### src/rtl/spectrum_pkg.sv
// spectrum_pkg: shared sizes, FSM states and abs helper for the spectrum bin buffer
package spectrum_pkg;
  localparam int N_POINTS = 128;
  localparam int N_BINS = 64;
  localparam int DATA_W = 16;
  localparam int MAG_W = 16;
  typedef enum logic {WAIT_SYNC, COLLECT} state_t;
  function automatic logic [DATA_W-1:0] abs_sat(input logic signed [DATA_W-1:0] x);
    return (x == {1'b1, {(DATA_W-1){1'b0}}}) ? {1'b0, {(DATA_W-1){1'b1}}} : (x[DATA_W-1] ? -x : x);
  endfunction
endpackage

### src/rtl/spectrum_mag_approx.sv
// spectrum_mag_approx: 3-stage max + min/2 magnitude estimate with valid and bin tag
module spectrum_mag_approx
  import spectrum_pkg::*;
(
  input  logic                     clock_50,
  input  logic                     reset,
  input  logic                     valid,
  input  logic [5:0]               tag,
  input  logic signed [DATA_W-1:0] re,
  input  logic signed [DATA_W-1:0] im,
  output logic                     mag_valid,
  output logic [5:0]               mag_tag,
  output logic [MAG_W-1:0]         mag
);
  logic v1, v2;
  logic [5:0] t1, t2;
  logic [DATA_W-1:0] a_re, a_im, mx, mn;
  logic [MAG_W:0] sum;
  assign sum = (MAG_W+1)'(mx) + (MAG_W+1)'(mn >> 1);
  always_ff @(posedge clock_50) begin
    if (reset) {v1, v2, mag_valid} <= '0;
    else {v1, v2, mag_valid} <= {valid, v1, v2};
    {t1, t2, mag_tag} <= {tag, t1, t2};
    a_re <= abs_sat(re);
    a_im <= abs_sat(im);
    mx <= (a_re > a_im) ? a_re : a_im;
    mn <= (a_re > a_im) ? a_im : a_re;
    mag <= sum[MAG_W] ? '1 : sum[MAG_W-1:0];
  end
endmodule

### src/rtl/spectrum_bin_buffer.sv
// spectrum_bin_buffer: frames FFT samples, stores positive-bin magnitudes in a ping-pong RAM
module spectrum_bin_buffer
  import spectrum_pkg::*;
(
  input  logic                     clock_50,
  input  logic                     reset,
  input  logic                     sample_valid,
  input  logic                     frame_start,
  input  logic signed [DATA_W-1:0] data_in_real,
  input  logic signed [DATA_W-1:0] data_in_imag,
  input  logic [5:0]               read_addr,
  output logic [MAG_W-1:0]         read_data,
  output logic                     frame_ready,
  output logic [7:0]               frame_count,
  output logic [7:0]               abort_count
);
  state_t state, state_d;
  logic [6:0] index, idx;
  logic accept, abort, complete, read_bank, have_frame, mag_valid;
  logic [5:0] mag_tag;
  logic [MAG_W-1:0] mag;
  logic [MAG_W-1:0] ram [2*N_BINS];
  always_comb begin
    idx = (state == WAIT_SYNC || frame_start) ? '0 : index;
    accept = sample_valid && (state == COLLECT || frame_start);
    abort = sample_valid && frame_start && state == COLLECT && index != '0;
    complete = accept && idx == 7'(N_POINTS-1);
    state_d = accept ? COLLECT : state;
  end
  always_ff @(posedge clock_50) state <= reset ? WAIT_SYNC : state_d;
  always_ff @(posedge clock_50) begin
    if (reset) begin
      index <= '0;
      frame_ready <= 1'b0;
      frame_count <= '0;
      abort_count <= '0;
      read_bank <= 1'b0;
      have_frame <= 1'b0;
    end else begin
      if (accept) index <= idx + 7'd1;
      frame_ready <= complete;
      if (complete) begin
        read_bank <= ~read_bank;
        have_frame <= 1'b1;
        frame_count <= frame_count + 8'd1;
      end
      if (abort) abort_count <= abort_count + 8'(abort_count != 8'hff);
    end
  end
  spectrum_mag_approx u_mag (
    .clock_50 (clock_50),
    .reset    (reset),
    .valid    (accept && !idx[6]),
    .tag      (idx[5:0]),
    .re       (data_in_real),
    .im       (data_in_imag),
    .mag_valid(mag_valid),
    .mag_tag  (mag_tag),
    .mag      (mag)
  );
  // a swap is always at least 64 samples after the last bin write, so ~read_bank at write time is the frame's bank
  always_ff @(posedge clock_50) if (mag_valid) ram[{~read_bank, mag_tag}] <= mag;
  always_ff @(posedge clock_50) begin
    if (reset) read_data <= '0;
    else read_data <= have_frame ? ram[{read_bank, read_addr}] : '0;
  end
endmodule

### config.mk
export PLATFORM = sky130hd
export DESIGN_NAME = spectrum_bin_buffer
export DESIGN_NICKNAME = d
export VERILOG_FILES = /design/src/rtl/spectrum_pkg.sv /design/src/rtl/spectrum_mag_approx.sv /design/src/rtl/spectrum_bin_buffer.sv
export SDC_FILE = /design/constraint.sdc
export NUM_CORES = 2
export LEC_CHECK = 0
export ABC_AREA = 1
export CAP_MARGIN = 5
export CORE_MARGIN = 3
export CORE_UTILIZATION = 43
export CTS_CLUSTER_DIAMETER = 150
export DETAILED_ROUTE_END_ITERATION = 7
export SYNTH_ARGS = -nofsm -noshare
export SYNTH_HDL_FRONTEND = slang
export SYNTH_HIERARCHICAL = 1
export SYNTH_SLANG_ARGS = --single-unit
### constraint.sdc
create_clock -name clock_50 -period 5.6 [get_ports clock_50]
set_input_delay 0.84 -clock clock_50 [delete_from_list [all_inputs] [get_ports clock_50]]
set_output_delay 0.84 -clock clock_50 [all_outputs]
set_load 0.01 [all_outputs]
==> flow_summary_export.csv <==
group,metric,value,unit
detailed_routing,wl_per_cell,23.4,um
floorplan,start_util,0.433,
cts,cts_setup_buffers,0,
yosys,yosys.cell_count.top_type,"nand2_1",
yosys,synth_cell_type_count,43,
yosys,synth_area_leaders,"edfxtp_1, nand3_1, nand2_1",
sta,slew_viol_final,0,
yosys,syn-instance-count,7698,
yosys,ys_ff_latch,2191,
detailed_routing,initialDrtViolationCount,6737,
sta,period_share,0.614,
global_routing,grt_pass1_vias,56100,
detailed_routing,vias,59500,
setup_path,crit_path_end_kind,"flip-flop",
cts,clkTransAtPathRegs,0.06,ns
power_and_ir_drop,internal_power,28.9,mW
sta,rsz0062_at_grt,"false",
finish,drive_gt1_frac,0.0721,
cts,clkLatencyLatePin,0.86,ns
setup_path,path_class,"in -> reg",
cts,root_buffer,"clkbuf_16",
power_and_ir_drop,pwr_density_cell,395,mW/mm^2
global_routing,grt_overflow,0,
setup_path,cp.required,6.32,ns
sta,finalHoldViolations,0,
min_path,hp-class,"reg -> reg",
run_status,status,"finished clean",
yosys,netlist.area_leader.share,0.692,
power_and_ir_drop,p_seq_frac,0.548,
place,placed_cells,10200,
detailed_routing,routed_wl,248000,um
finish,fin_util,0.486,
setup_path,critPathMaxFanout,182,
sta,fin_ws,2.16,ns
global_routing,grt_pass1_wl,368000,um
power_and_ir_drop,combPwrFrac,0.094,
power_and_ir_drop,p_sw,10.5,mW
yosys,synth_top_area_cell,"edfxtp_1",
cts,tritoncts,"yes",
sta,tns,0,ns
detailed_routing,ant_nets,0,
sta,timing.fmax,0.291,GHz
power_and_ir_drop,power.leakage,35.8,nW
yosys,avgSynthCellArea,11.6,um^2
yosys,synth_edf_count,2048,
global_routing,grtUsageTotal,0.231,
setup_path,arrival,4.15,ns
global_routing,grt_antenna_before_repair,4,
sta,holdWs,0.327,ns
setup_path,startpoint_type,"input port",
finish,num-nets-final,7818,
yosys,syn-cell-area,0.0889,mm^2
power_and_ir_drop,sw_frac_of_total,0.266,
yosys,synthArstFlopShare,0,
floorplan,core_region_area,0.205,mm^2
floorplan,io_pins,75,
yosys,synth_nets,7778,
yosys,ys.flop_type,"edfxtp_1",
finish,syn2layout_area_growth,12.2,%
finish,final_cells,10600,
floorplan,dieHeight,461,um
run,drv_cap,0,
cts,cts_hold_buf,0,
sta,finalClockSkew,0.0471,ns
floorplan,die_w,461,um
sta,tightest_slew,1.05,ns
yosys,seq_area_frac_synth,0.724,
place,port_buffers,74,
sta,maxSlewHeadroom,0.298,
power_and_ir_drop,peakVddDrop,0.000288,V
place,dp_worst_setup_slack,1.37,ns
sta,fin_crit,3.44,ns
global_routing,grt_max_degree,183,
sta,setup_viol,0,
power_and_ir_drop,power,39.4,mW
cts,cts_buffers,215,
cts,ctsResizeCount,0,
power_and_ir_drop,power_frac_clock,0.357,
place,dpl_cell_area,0.0929,mm^2
cts,h-tree-depth,4,
yosys,synthTopCellsByCount,"nand2_1, edfxtp_1, nand3_1",
detailed_routing,route.detailed.drc,0,
detailed_routing,drtPass1Iterations,6,
place,gp_congestion,0.860,
detailed_routing,via_per_inst,5.61,
finish,fin_area,0.0997,mm^2
yosys,yosysWarnings,6,
place,hpwl,139000,um
floorplan,row_count,166,
cts,clk_path_buf_depth,3,
floorplan,dieArea,0.212,mm^2
cts,clock-sinks,2191,
state kept, by name, indices dropped and copies added, names as in the netlist, 6 cells and up:
name           count
frame_count        8
u_mag/mx          16
abort_count        8
u_mag/a_im        16
u_mag/a_re        16
read_data         16
u_mag/t2           6
u_mag/mag_tag      6
ram             2048
u_mag/t1           6
u_mag/mag         16
index              7
u_mag/mn          15
per-layer routing:
layer | wire, um | up-vias | track usage
met5 | 13 | - | 0
met4 | 8210 | 2 | 0.0795
met3 | 19300 | 394 | 0.0327
met2 | 117000 | 2594 | 0.369
met1 | 104000 | 29400 | 0.324
li1 | - | 27200 | -
power by group through the flow:
stage / logic (mW) / clock network, mW / registers (mW)
final: 3.72 / 14.1 / 21.6
after global routing: 4.01 / 14.9 / 21.7
after CTS: 3.70 / 14.2 / 21.6
after detailed placement: 3.68 / 0 / 22.0
after global placement: 3.62 / 0 / 21.9
after floorplan: 1.43 / 0 / 21.9
cell families (layout without fill, tap and decap cells):
logic type,after synthesis,count (layout),synth area share
xor gates and xnor gates,29,29,0.00286
AOI/OAI and AO/OA,82,82,0.00514
DFF,2191,2191,0.724
adders and majority gates,38,38,0.00543
other,0,3,0
and+or+nand+nor,4758,4758,0.231
buffers and inverters,600,825,0.0319
cells in the final DEF (no fill, tap or decap), drive strengths merged:
| cell type | n |
|---|---|
| nand2 | 2454 |
| edfxtp | 2048 |
| nand3 | 2021 |
| clkbuf | 279 |
| nor2 | 240 |
| buf | 232 |
| dfxtp | 143 |
| inv | 128 |
| clkinv | 95 |
| clkdlybuf4s50 | 69 |
| a21oi | 42 |
| ha | 37 |
| o21ai | 29 |
| xor2 | 18 |
| nor3 | 17 |
| bufinv | 14 |
| nand4 | 13 |
| xnor2 | 11 |
| clkinvlp | 8 |
| nor4 | 5 |
| and2 | 4 |
| diode | 3 |
| nand3b | 3 |
| a211oi | 2 |
| a21o | 2 |
| o211ai | 2 |
| o21a | 1 |
| o31ai | 1 |
| a22oi | 1 |
| a31oi | 1 |
| a311oi | 1 |
| and3 | 1 |
| fa | 1 |
worst max-delay path: stages:
cell and delay (ns):
buf_8 0.43, inv_16 0.35, buf_12 0.41, buf_4 0.25, nand2_1 0.07, nand3_1 0.06
nand3_1 0.16, nand3_1 0.10, nand3_1 0.25, nand2_1 0.09, nand2_1 0.07, nand2_1 0.06
nor2_1 0.62, nor2_1 0.10
path summary, 6_finish.rpt:
path                     start           end  slack, ns  cells after the start
setup / recovery  read_addr[0]  read_data[1]       2.16                     14
hold / removal     u_mag/t1[0]   u_mag/t2[0]       0.33                      0
setup reg to reg     read_bank    ram[17][9]       2.36                      6
hold reg to reg    u_mag/t1[0]   u_mag/t2[0]       0.33                      0
final cells by class:
class	instances	area, um^2
fillers	17900	105000
flip-flops and latches	2191	64400
multi-input cells	4907	21700
clock buffers	279	5750
well taps	2688	3360
repair buffers	301	2880
clock inverters	123	1090
inverters	122	492
diodes	3	7.51
Power figures use the tool's default switching activity.
